--- config.mk ---
export PLATFORM = sky130hd
export DESIGN_NAME = imem_loader
export DESIGN_NICKNAME = d
export VERILOG_FILES = /design/src/rtl/imem_loader.sv
export SDC_FILE = /design/constraint.sdc
export NUM_CORES = 1
export LEC_CHECK = 0
export ABC_AREA = 1
export ABC_CLOCK_PERIOD_IN_PS = 3780
export BUFFER_PORTS_ARGS = -buffer_cell sky130_fd_sc_hd__buf_2
export CAP_MARGIN = 20
export CORE_AREA = 2 2 86 88
export DETAILED_ROUTE_END_ITERATION = 8
export DIE_AREA = 0 0 88 90
export HOLD_SLACK_MARGIN = 0.05
export MAX_ROUTING_LAYER = met4
export PLACE_DENSITY = 0.83
export SKIP_LAST_GASP = 1
export SYNTH_ARGS = -nofsm -noshare
export SYNTH_HDL_FRONTEND = slang
export SYNTH_SLANG_ARGS = --single-unit
--- constraint.sdc ---
create_clock -name clk_i -period 3.78 [get_ports clk_i]
set_clock_uncertainty 0.15 [all_clocks]
set_input_delay 0.378 -clock clk_i [delete_from_list [all_inputs] [get_ports clk_i]]
set_output_delay 0.378 -clock clk_i [all_outputs]
set_load 0.05 [all_outputs]
--- src/rtl/imem_loader.sv ---
// Boot loader: assembles a little-endian byte stream into 32-bit words, writes them to instruction memory, then starts the CPU.
// Defining IMEM_LOADER_CHECKSUM_EN adds a trailing XOR checksum byte checked before the CPU is released.
module imem_loader #(
   parameter int DEPTH  = 256,
   parameter int ADDR_W = 8
) (
   input  logic              clk_i,
   input  logic              rst_n_i,
   input  logic [7:0]        byte_i,
   input  logic              valid_i,
   output logic              ready_o,
   output logic              we_o,
   output logic [ADDR_W-1:0] waddr_o,
   output logic [31:0]       wdata_o,
   output logic              start_o,
   output logic              err_o,
   output logic [ADDR_W:0]   words_o
);

   typedef enum logic [2:0] {
      S_HDR0,
      S_HDR1,
      S_LOAD,
`ifdef IMEM_LOADER_CHECKSUM_EN
      S_CHK,
`endif
      S_DONE,
      S_ERR
   } state_t;

`ifdef IMEM_LOADER_CHECKSUM_EN
   localparam state_t PayloadEnd = S_CHK;
`else
   localparam state_t PayloadEnd = S_DONE;
`endif

   state_t            state_q, state_d;
   logic [15:0]       count_q;
   logic [15:0]       countFull;
   logic [1:0]        byteIdx_q;
   logic [23:0]       asm_q;
   logic [ADDR_W:0]   words_q;
   logic              we_q;
   logic [ADDR_W-1:0] waddr_q;
   logic [31:0]       wdata_q;
   logic              start_q;
   logic              err_q;
   logic              accept;
   logic              wordDone;
   logic              lastWord;
`ifdef IMEM_LOADER_CHECKSUM_EN
   logic [7:0]        xor_q;
`endif

   assign accept    = valid_i && ready_o;
   assign countFull = {byte_i, count_q[7:0]};
   assign wordDone  = (byteIdx_q == 2'd3);
   assign lastWord  = ((32'(words_q) + 32'd1) == 32'(count_q));

   always_ff @(posedge clk_i or negedge rst_n_i) begin
      if (!rst_n_i) begin
         state_q <= S_HDR0;
      end else begin
         state_q <= state_d;
      end
   end

   always_comb begin
      state_d = state_q;
      if (accept) begin
         unique case (state_q)
            S_HDR0: state_d = S_HDR1;
            S_HDR1: begin
               if (32'(countFull) > 32'(DEPTH)) begin
                  state_d = S_ERR;
               end else if (countFull == 16'd0) begin
                  state_d = PayloadEnd;
               end else begin
                  state_d = S_LOAD;
               end
            end
            S_LOAD: begin
               if (wordDone && lastWord) begin
                  state_d = PayloadEnd;
               end
            end
`ifdef IMEM_LOADER_CHECKSUM_EN
            S_CHK: state_d = (byte_i == xor_q) ? S_DONE : S_ERR;
`endif
            default: state_d = state_q;
         endcase
      end
   end

   always_comb begin
      ready_o = (state_q != S_DONE) && (state_q != S_ERR);
   end

   // Byte lanes shift down so the first three bytes of a word sit LSB-first beneath the fourth.
   always_ff @(posedge clk_i or negedge rst_n_i) begin
      if (!rst_n_i) begin
         count_q   <= '0;
         byteIdx_q <= '0;
         asm_q     <= '0;
         words_q   <= '0;
         we_q      <= 1'b0;
         waddr_q   <= '0;
         wdata_q   <= '0;
         start_q   <= 1'b0;
         err_q     <= 1'b0;
`ifdef IMEM_LOADER_CHECKSUM_EN
         xor_q     <= '0;
`endif
      end else begin
         we_q    <= 1'b0;
         start_q <= (state_q == S_DONE);
         err_q   <= (state_q == S_ERR);
         if (accept) begin
            unique case (state_q)
               S_HDR0: count_q[7:0]  <= byte_i;
               S_HDR1: count_q[15:8] <= byte_i;
               S_LOAD: begin
                  if (wordDone) begin
                     we_q    <= 1'b1;
                     waddr_q <= words_q[ADDR_W-1:0];
                     wdata_q <= {byte_i, asm_q};
                     words_q <= words_q + (ADDR_W+1)'(1);
                  end else begin
                     asm_q <= {byte_i, asm_q[23:8]};
                  end
                  byteIdx_q <= byteIdx_q + 2'd1;
`ifdef IMEM_LOADER_CHECKSUM_EN
                  xor_q <= xor_q ^ byte_i;
`endif
               end
               default: begin
               end
            endcase
         end
      end
   end

   assign we_o    = we_q;
   assign waddr_o = waddr_q;
   assign wdata_o = wdata_q;
   assign start_o = start_q;
   assign err_o   = err_q;
   assign words_o = words_q;

endmodule

==> impl_metrics.yaml, run 1 <==
clock_network:
  clk_pin_slew_ns: 0.10
  cts_hold_buf: 1
  cts_tree: "yes"
  numCtsBuffers: 9
  clock-sinks: 97
  cts.htree.levels: 3
  post_cts_buffers: 0
  ctsResizeCount: 0
  insertion_delay_ns: 0.37
  clock_tree.root_cell: "clkbuf_8"
  clock_path_buffers: 2
floorplan:
  ios: 64
  die_area_um2: 7920
  core_area_um2: 7020
  die_w_um: 88
  start_util_pct: 59.26
  die_y_um: 90
  num_rows: 31
worst_setup_path:
  crit_path_end_kind: "output port"
  worstPathRequired_ns: 3.25
  arrival_ns: 1.57
  cp_slowest_cell: "dfrtp_1"
  crit_path_max_incr_delay_ns: 0.47
  rrSetupSlack_ns: 1.70
  path_delay_family: "flip-flops"
  worstPathMaxFanout: 8
  cp.buffers_inverters: 2
  worstSetupPathType: "reg -> out"
  cp_cell_sequence: "nand2_1 -> nor2_1 -> or2_2 -> inv_1 -> buf_2"
  worst_setup_path_start_kind: "register"
global_route:
  grt_overflow_total: 0
  grt_util_all_layers_pct: 24.68
  grt_pass1_wl_mm: 14.75
  antenna_found_initial: 0
  grt_pass1_vias: 3191
  grt_max_degree: 75
route:
  wire_per_inst_um: 13.31
  vias_per_cell: 5.232
  drtIter0Drc: 218
  drcViolationCount: 0
  antenna_left: 0
  routed_wl_mm: 8.599
  vias: 3380
  drt_pass1_iterations: 5
power:
  p_per_area_nw_per_um2: 424.9
  ir_drop_mv: 0.2260
  p_leak_nw: 2.434
sta:
  finalCritPeriodShare_pct: 55.41
  drv_slew: 0
  worstMarginPinSlew_ns: 0.4989
  hold_viol: 0
  fmax_mhz: 477.5
  fin_tns_setup_ns: 0
  fin_crit_ns: 2.094
  setup_viol: 0
  slew_headroom_pct: 66.65
  rsz0062_at_grt: "false"
synthesis:
  yosys_warnings: 0
  synth_seq_area_share_pct: 58.35
  synth_fp_nets: 493
  syn_area_um2: 4160
  netlist_instances: 480
  syn_area_per_cell_um2: 8.667
  ys_ff_latch: 97
  synth_cell_type_count: 26
place:
  place.gp.congestion: 0.8935
  hpwl_mm: 5.989
  portBuffers: 63
cells_and_area:
  layout.nets: 555
  fillers: 551
  syn_to_final_growth_pct: 14.62
  fin_util_pct: 67.92
  num_antenna_cells: 0
  drive_above_1_share_pct: 17.73
  regArea_um2: 2427
  final_common_cell: "nand2_1"
  multi_input_area_um2: 1405
  final_cell_mix: "162 x nand2_1, 97 x dfrtp_1, 62 x buf_2"
job:
  cap_viol_max_count: 0
hold_path:
  hp-class: "in -> reg"
outcome:
  status: "completed"
[area by class of cell]
cell class / instances / share of cell area, %
multi-input cells: 309 / 29.47
flip-flops and latches: 97 / 50.91
well taps: 99 / 2.598
inverters: 56 / 4.408
clock inverters: 6 / 2.020
repair buffers: 69 / 7.924
clock buffers: 10 / 2.676
[routing by layer]
metal	global-route usage, %	vias to the layer above	share of wire [%]
met5	-	-	0
met1	32.29	1594	44
met2	37.75	122	48
met4	10.26	0	2.4
li1	-	1645	-
met3	4.867	19	6.3
[worst register-to-register path, cell delays in order (launching register included)]
cell and delay (ns):
dfrtp_1 0.49, ha_1 0.26, nand3_2 0.17, nor2_4 0.14
nand3_1 0.11, nand3_1 0.10, nand2_1 0.06, nor2_1 0.09
nand3_1 0.12, nand2_2 0.12, nand2_1 0.07, nand2_1 0.06
nand2_1 0.05
[cells by family (layout without fill, tap and decap cells)]
| logic type | Yosys count | in the layout | share of synthesized area [%] |
|---|---|---|---|
| AOI/OAI and AO/OA | 84 | 84 | 10.32 |
| xor gates and xnor gates | 3 | 3 | 0.6317 |
| adders and majority gates | 2 | 2 | 0.6014 |
| buffers and inverters | 74 | 141 | 7.880 |
| DFF | 97 | 97 | 58.35 |
| and+or+nand+nor | 220 | 220 | 22.23 |
[stage by stage]
stage	setup WS [ns]	power [mW]	instances	instance area (µm²)	hold WS, ns
2_1_floorplan	1.620	1.221	480	4160	-0.06759
3_3_place_gp	1.559	1.284	628	4514	0.1979
3_5_place_dp	1.431	1.289	628	4514	0.2028
4_1_cts	1.420	2.038	645	4748	0.1927
5_1_grt	1.517	2.097	646	4768	0.2072
6_report	1.686	2.026	646	4768	0.1962
[where the power goes]
group | leakage (nW) | internal [mW] | switching (mW)
sequential | 1.26 | 1.06 | 0.0175
combinational | 1.07 | 0.0410 | 0.150
clock | 0.109 | 0.382 | 0.376
[state kept, by name, summed over array words and instances, names as in the netlist]
name and flops:
asm_q 24, byteIdx_q 2, count_q 16, err_o 1
start_o 1, state_q 3, waddr_o 8, wdata_o 32
we_o 1, words_o 9
[worst paths after layout]
| path | startpoint | endpoint | cells after the start |
|---|---|---|---|
| worst max-delay path | state_q[1] | ready_o | 5 |
| worst min-delay path | byte_i[3] | wdata_o[27] | 3 |
| worst max register to register | words_o[0] | state_q[1] | 12 |
| worst min register to register | wdata_o[1] | wdata_o[1] | 2 |
| max in group asynchronous | rst_n_i | asm_q[6] | 3 |
| min in group asynchronous | rst_n_i | byteIdx_q[1] | 2 |
[cell usage after synthesis]
master | number | share of area (%)
o21ai_2 | 1 | 0.21
ha_1 | 2 | 0.60
nor2_1 | 15 | 1.4
inv_2 | 4 | 0.36
clkbuf_1 | 5 | 0.45
nand2_1 | 162 | 15
o31ai_1 | 1 | 0.18
nor2_2 | 1 | 0.15
or2_2 | 1 | 0.15
nor2_4 | 3 | 0.81
o21a_1 | 1 | 0.18
nor4_1 | 1 | 0.15
nand3_2 | 3 | 0.72
dfrtp_1 | 97 | 58
inv_1 | 52 | 4.7
buf_4 | 1 | 0.18
nand3b_1 | 1 | 0.18
o21ai_0 | 51 | 6.1
buf_6 | 5 | 1.4
nor3_1 | 4 | 0.48
nand4_1 | 3 | 0.45
xor2_1 | 3 | 0.63
buf_2 | 7 | 0.84
nand3_1 | 25 | 3.0
o21ai_1 | 30 | 3.6
nand2_2 | 1 | 0.15
Power figures use the tool's default switching activity.
==> run 2, diff against run 1 <==
--- a/config.mk
+++ b/config.mk
@@ -6,15 +6,15 @@
 export NUM_CORES = 1
 export LEC_CHECK = 0
 export ABC_AREA = 1
-export ABC_CLOCK_PERIOD_IN_PS = 3780
+export ABC_CLOCK_PERIOD_IN_PS = 1800
 export BUFFER_PORTS_ARGS = -buffer_cell sky130_fd_sc_hd__buf_2
 export CAP_MARGIN = 20
-export CORE_AREA = 2 2 86 88
+export CORE_AREA = 2 2 94 96
 export DETAILED_ROUTE_END_ITERATION = 8
-export DIE_AREA = 0 0 88 90
+export DIE_AREA = 0 0 96 98
 export HOLD_SLACK_MARGIN = 0.05
 export MAX_ROUTING_LAYER = met4
-export PLACE_DENSITY = 0.83
+export PLACE_DENSITY = 0.74
 export SKIP_LAST_GASP = 1
 export SYNTH_ARGS = -nofsm -noshare
 export SYNTH_HDL_FRONTEND = slang
==> constraint.sdc (replaced) <==
create_clock -name clk_i -period 1.8 [get_ports clk_i]
set_clock_uncertainty 0.15 [all_clocks]
set_input_delay 0.18 -clock clk_i [delete_from_list [all_inputs] [get_ports clk_i]]
set_output_delay 0.18 -clock clk_i [all_outputs]
set_load 0.05 [all_outputs]
==> impl_metrics.yaml, run 2 (synthesis results as in run 1) <==
worst_setup_path:
  worstPathMaxFanout: 4
  worstPathRequired_ns: 1.91
  crit_path_start: "words_o[1]"
  crit_path_end: "state_q[1]"
  timing.rr.start: "words_o[1]"
  arrival_ns: 1.96
  r2r-end: "state_q[1]"
  rrSetupSlack_ns: -0.05
  reg2regPathDepth: 14
  worst_setup_path_start_kind: "register"
  crit_path_end_kind: "register"
  worstSetupPathType: "reg -> reg"
place:
  pre_cts_ws_ns: -0.06024
  dp.cells: 649
  place.gp.congestion: 0.8538
  hpwl_mm: 6.118
  placed_cell_area_um2: 4684
  portBuffers: 63
sta:
  final.setup.worst_slack_ns: -0.04732
  fin_crit_ns: 1.847
  worstMarginPinSlew_ns: 0.4349
  fin_tns_setup_ns: -0.04732
  hold_viol: 0
  rsz0062_at_grt: "true"
  whs_ns: 0.08091
  slew_headroom_pct: 70.74
  finalCritPeriodShare_pct: 102.6
  setup_viol: 1
  drv_slew: 0
  fmax_mhz: 541.3
floorplan:
  start_util_pct: 49.14
  die_w_um: 96
  die_area_um2: 9408
  core_area_um2: 8466
  num_rows: 34
  ios: 64
  die_y_um: 98
cells_and_area:
  stdcell_area_um2: 4994
  finalNonFillerCells: 676
  final_cell_mix: "162 x nand2_1, 91 x dfrtp_1, 61 x buf_2"
  drive_above_1_share_pct: 21.30
  layout.nets: 576
  num_antenna_cells: 0
  syn_to_final_growth_pct: 20.03
  final_common_cell: "nand2_1"
  largest_reg_flops: 32
  fin_util_pct: 58.99
  fillers: 765
clock_network:
  insertion_delay_ns: 0.36
  clock-sinks: 97
  clock_tree.root_cell: "clkbuf_8"
  clk_pin_slew_ns: 0.09
  numCtsBuffers: 9
  cts_tree: "yes"
  clock_path_buffers: 2
  cts.htree.levels: 3
power:
  p_leak_nw: 2.518
  power_mw: 4.086
  p_per_area_nw_per_um2: 818.2
  ir_drop_mv: 0.4492
global_route:
  grt-busiest-layer: "met2"
  grt_pass1_vias: 3190
  grt_util_all_layers_pct: 21.29
  grt_max_degree: 49
  grt_pass1_wl_mm: 15.12
  grt_overflow_total: 0
  antenna_found_initial: 0
  met2_usage_pct: 31.84
  use_met1_pct: 29.99
  grtUsageMet3_pct: 3.472
hold_path:
  hp-class: "in -> reg"
route:
  vias: 3380
  drtIter0Drc: 208
  routed_wl_mm: 8.785
  antenna_left: 0
  drt_pass1_iterations: 4
  vias_per_cell: 5.000
  wire_per_inst_um: 13.00
  drcViolationCount: 0
outcome:
  status: "finished, violations left"
  violations: "setup timing"
job:
  cap_viol_max_count: 0
## run 2: changes by cell type in the layout (fill, tap and decap cells not counted), moves of 2 or more
cell,change
dfrtp_1,-6
bufinv_16,-2
dlygate4sd3_1,+8
buf_4,+11
dfrtp_2,+6
buf_12,+2
## run 2: repair_timing
action                                 in CTS  in global routing
setup endpoints to repair                   3                 38
gates resized for setup                     3                  3
endpoints found under the hold margin     116                  0
hold buffers                                9                  0
pin swaps                                   1                  2
cloned                                      0                  0
buffers inserted                            2                  0
## run 2: routing by layer
metal	share of wire [%]	routed length, µm
met1	47	4136
met5	0	0
met4	1.5	132
met3	3.2	279
met2	48	4236
## run 2: critical path, cell delays in order, from the launching register on
cell	delay, ns
dfrtp_2	0.43
ha_4	0.28
inv_2	0.03
nand2_1	0.04
nand2_1	0.05
nor2_1	0.08
nand2_1	0.05
nor2_1	0.08
nand3_1	0.08
nor2_1	0.09
nand3_1	0.10
nand2_2	0.11
nand2_1	0.06
nand2_1	0.06
nand2_1	0.05
## run 2: how the worst min path moves through the flow
stage | startpoint | to | slack [ns] | cells past startpoint
global route | valid_i | state_q[2] | 0.09 | 5
finish | valid_i | state_q[0] | 0.08 | 4
CTS | valid_i | state_q[0] | 0.07 | 4
floorplan | rst_n_i | asm_q[0] | -0.27 | 0
global placement | rst_n_i | state_q[2] | -0.02 | 1
detailed placement | rst_n_i | state_q[2] | -0.02 | 1
## run 2: cell type report
class / count / area (µm²) / share of cell area, %
clock inverter: 6 / 56.30 / 1.128
timing repair buffer: 90 / 586.8 / 11.75
sequential: 97 / 2435 / 48.76
inverter: 56 / 210.2 / 4.209
clock buffer: 10 / 137.6 / 2.756
tap: 108 / 135.1 / 2.706
multi-input combinational: 309 / 1433 / 28.69
## run 2: report_power, final
| group | leakage (nW) | internal (mW) | switching (mW) | total, mW |
|---|---|---|---|---|
| logic | 1.17 | 0.117 | 0.326 | 0.443 |
| registers | 1.25 | 2.23 | 0.0361 | 2.26 |
| clock network | 0.0973 | 0.572 | 0.808 | 1.38 |
| total | 2.52 | 2.92 | 1.17 | 4.09 |
==> run 3, diff against run 2 <==
--- a/config.mk
+++ b/config.mk
@@ -5,16 +5,15 @@
 export SDC_FILE = /design/constraint.sdc
 export NUM_CORES = 1
 export LEC_CHECK = 0
-export ABC_AREA = 1
 export ABC_CLOCK_PERIOD_IN_PS = 1800
 export BUFFER_PORTS_ARGS = -buffer_cell sky130_fd_sc_hd__buf_2
 export CAP_MARGIN = 20
-export CORE_AREA = 2 2 94 96
+export CORE_AREA = 2 2 93 95
 export DETAILED_ROUTE_END_ITERATION = 8
-export DIE_AREA = 0 0 96 98
+export DIE_AREA = 0 0 95 97
 export HOLD_SLACK_MARGIN = 0.05
 export MAX_ROUTING_LAYER = met4
-export PLACE_DENSITY = 0.74
+export PLACE_DENSITY = 0.75
 export SKIP_LAST_GASP = 1
 export SYNTH_ARGS = -nofsm -noshare
 export SYNTH_HDL_FRONTEND = slang
==> impl_metrics.yaml, run 3 <==
cells_and_area:
  num_antenna_cells: 0
  layout.nets: 457
  final_common_cell: "dfrtp_1"
  regArea_um2: 2434
  largest_reg_flops: 32
  multi_input_area_um2: 1643
  drive_above_1_share_pct: 45.31
  fillers: 603
  syn_to_final_growth_pct: 27.41
  finalNonFillerCells: 553
  final_cell_mix: "92 x dfrtp_1, 83 x nand2_1, 62 x buf_2"
clock_network:
  clock-sinks: 97
  numCtsBuffers: 9
  cts.htree.levels: 3
  clock_tree.root_cell: "clkbuf_8"
  clock_path_buffers: 2
  insertion_delay_ns: 0.36
  cts_tree: "yes"
  clk_pin_slew_ns: 0.09
synthesis:
  ys_ff_latch: 97
  yosys_warnings: 0
  syn_area_um2: 4104
  synth_edf_count: 0
  yosysTopAreaCell: "dfrtp_1"
  synthTopCellsByArea: "dfrtp_1 59%, mux2_2 16%, nand2_1 7.7%"
  synth_top_cell_area_share_pct: 59.15
  synth_seq_area_share_pct: 59.15
  synth_fp_nets: 347
  synth_cell_type_count: 39
  async_flop_share_pct: 100.0
  netlist_instances: 334
  syn_area_per_cell_um2: 12.29
  synth_flop_cell: "dfrtp_1"
  synth_common_cells: "97 x dfrtp_1, 84 x nand2_1, 57 x mux2_2, 14 x xnor2_1, 10 x buf_2"
  synth.most_common_cell: "dfrtp_1"
sta:
  setup_viol: 1
  rsz0062_at_grt: "true"
  hold_viol: 0
  worstMarginPinSlew_ns: 0.5281
  drv_slew: 0
  finalCritPeriodShare_pct: 114.4
  slew_headroom_pct: 64.79
  fmax_mhz: 485.7
  fin_crit_ns: 2.059
  whs_ns: 0.1926
  final.setup.worst_slack_ns: -0.2588
worst_setup_path:
  crit_path_start: "words_o[1]"
  crit_path_max_incr_delay_ns: 0.51
  timing.rr.start: "words_o[1]"
  cp.buffers_inverters: 0
  path_delay_family: "simple AND/OR/NAND/NOR gates"
  worstPathRequired_ns: 1.94
  cp_cell_sequence: "ha_4 -> xnor2_2 -> nand4_1 -> or4b_4 -> a2111oi_4 -> o221a_1"
  crit_path_end_kind: "register"
  worstSetupPathType: "reg -> reg"
  arrival_ns: 2.19
  worstPathMaxFanout: 2
  worst_setup_path_start_kind: "register"
  cp_slowest_cell: "or4b_4"
route:
  vias: 2862
  antenna_left: 0
  vias_per_cell: 5.175
  wire_per_inst_um: 15.76
  drcViolationCount: 0
  drtIter0Drc: 136
  drt_pass1_iterations: 4
  routed_wl_mm: 8.713
global_route:
  antenna_found_initial: 0
  grt_pass1_wl_mm: 13.90
  grt_pass1_vias: 2873
  grt_max_degree: 41
  grt_util_all_layers_pct: 19.64
  grt_overflow_total: 0
floorplan:
  die_area_um2: 9215
  ios: 64
  start_util_pct: 50.45
  die_w_um: 95
  die_y_um: 97
  core_area_um2: 8134
  num_rows: 33
outcome:
  status: "finished, violations left"
  violations: "setup timing"
power:
  switching_share_pct: 27.81
  ir_drop_mv: 0.5233
  p_seq_share_pct: 56.3
  p_int_mw: 3.114
  p_per_area_nw_per_um2: 825.1
  p_leak_nw: 2.684
  pwr-share-clk_pct: 30.1
  power.share.combinational_pct: 13.6
  p_sw_mw: 1.200
hold_path:
  hp-class: "in -> async"
job:
  cap_viol_max_count: 0
place:
  place.gp.congestion: 0.8737
  portBuffers: 63
  hpwl_mm: 5.863
  dp.cells: 524
## run 3: final cells by class
type	instances	share of cell area (%)
Clock buffer	9	2.369
Clock inverter	6	1.077
Inverter	2	0.1436
Multi-Input combinational cell	218	31.42
Sequential cell	97	46.54
Tap cell	105	2.513
Timing Repair Buffer	116	15.94
## run 3: layer usage
metal	share of wire (%)	global-route usage, %	routed length (µm)	up-vias
li1	-	-	-	1351
met1	46	27.82	3981	1441
met2	50	29.84	4328	62
met3	3.5	3.349	309	8
met4	1.1	4.682	93	0
met5	0	-	0	-
## run 3: path summary, 6_finish.rpt
kind | slack [ns] | end | cells past startpoint
worst min register to register | 0.33 | wdata_o[11] | 2
worst min-delay path | 0.19 | words_o[4] | 2
worst max-delay path | -0.26 | state_q[0] | 6
min in group clk_i | 0.33 | wdata_o[11] | 2
max in group asynchronous | 0.75 | asm_q[20] | 3
worst max register to register | -0.26 | state_q[0] | 6
## run 3: through the flow
stage / setup slack [ns] / utilization, % / TNS (ns) / area (µm²) / power (mW)
floorplan: -0.4288 / - / -0.4288 / 4144 / 2.777
global placement: -0.2649 / 59.14 / -0.4178 / 4811 / 2.995
detailed placement: -0.3067 / 59.14 / -0.8295 / 4811 / 3.015
CTS: -0.3293 / 62.67 / -0.3293 / 5097 / 4.319
global route: -0.3490 / 64.28 / -0.8376 / 5229 / 4.504
finish: -0.2588 / 64.28 / -0.2588 / 5229 / 4.314
## run 3: kinds of logic after synthesis
logic type,synth area share [%]
flip-flops,59.15
AND/OR/NAND/NOR,14.09
adder cells (fa/ha/maj),0.6097
AO/OA/AOI/OAI,2.500
XOR/XNOR,5.153
multiplexers,15.64
buffers and inverters,2.866
## run 3: repair_timing
| action | 4_1_cts | 5_1_grt |
|---|---|---|
| gates cloned | 0 | 3 |
| buffers inserted | 0 | 1 |
| endpoints found under the hold margin | 93 | 0 |
| endpoints found under the setup margin | 26 | 55 |
| hold buffers | 10 | 0 |
| resized for setup | 2 | 9 |
| pin swaps | 0 | 4 |
## run 3: power by group through the flow
stage               Clock (mW)  Sequential (mW)  Combinational, mW
detailed placement           0             2.46              0.551
floorplan                    0             2.47              0.303
global placement             0             2.46              0.538
finish                    1.30             2.43              0.589
global route              1.41             2.44              0.646
CTS                       1.33             2.42              0.570
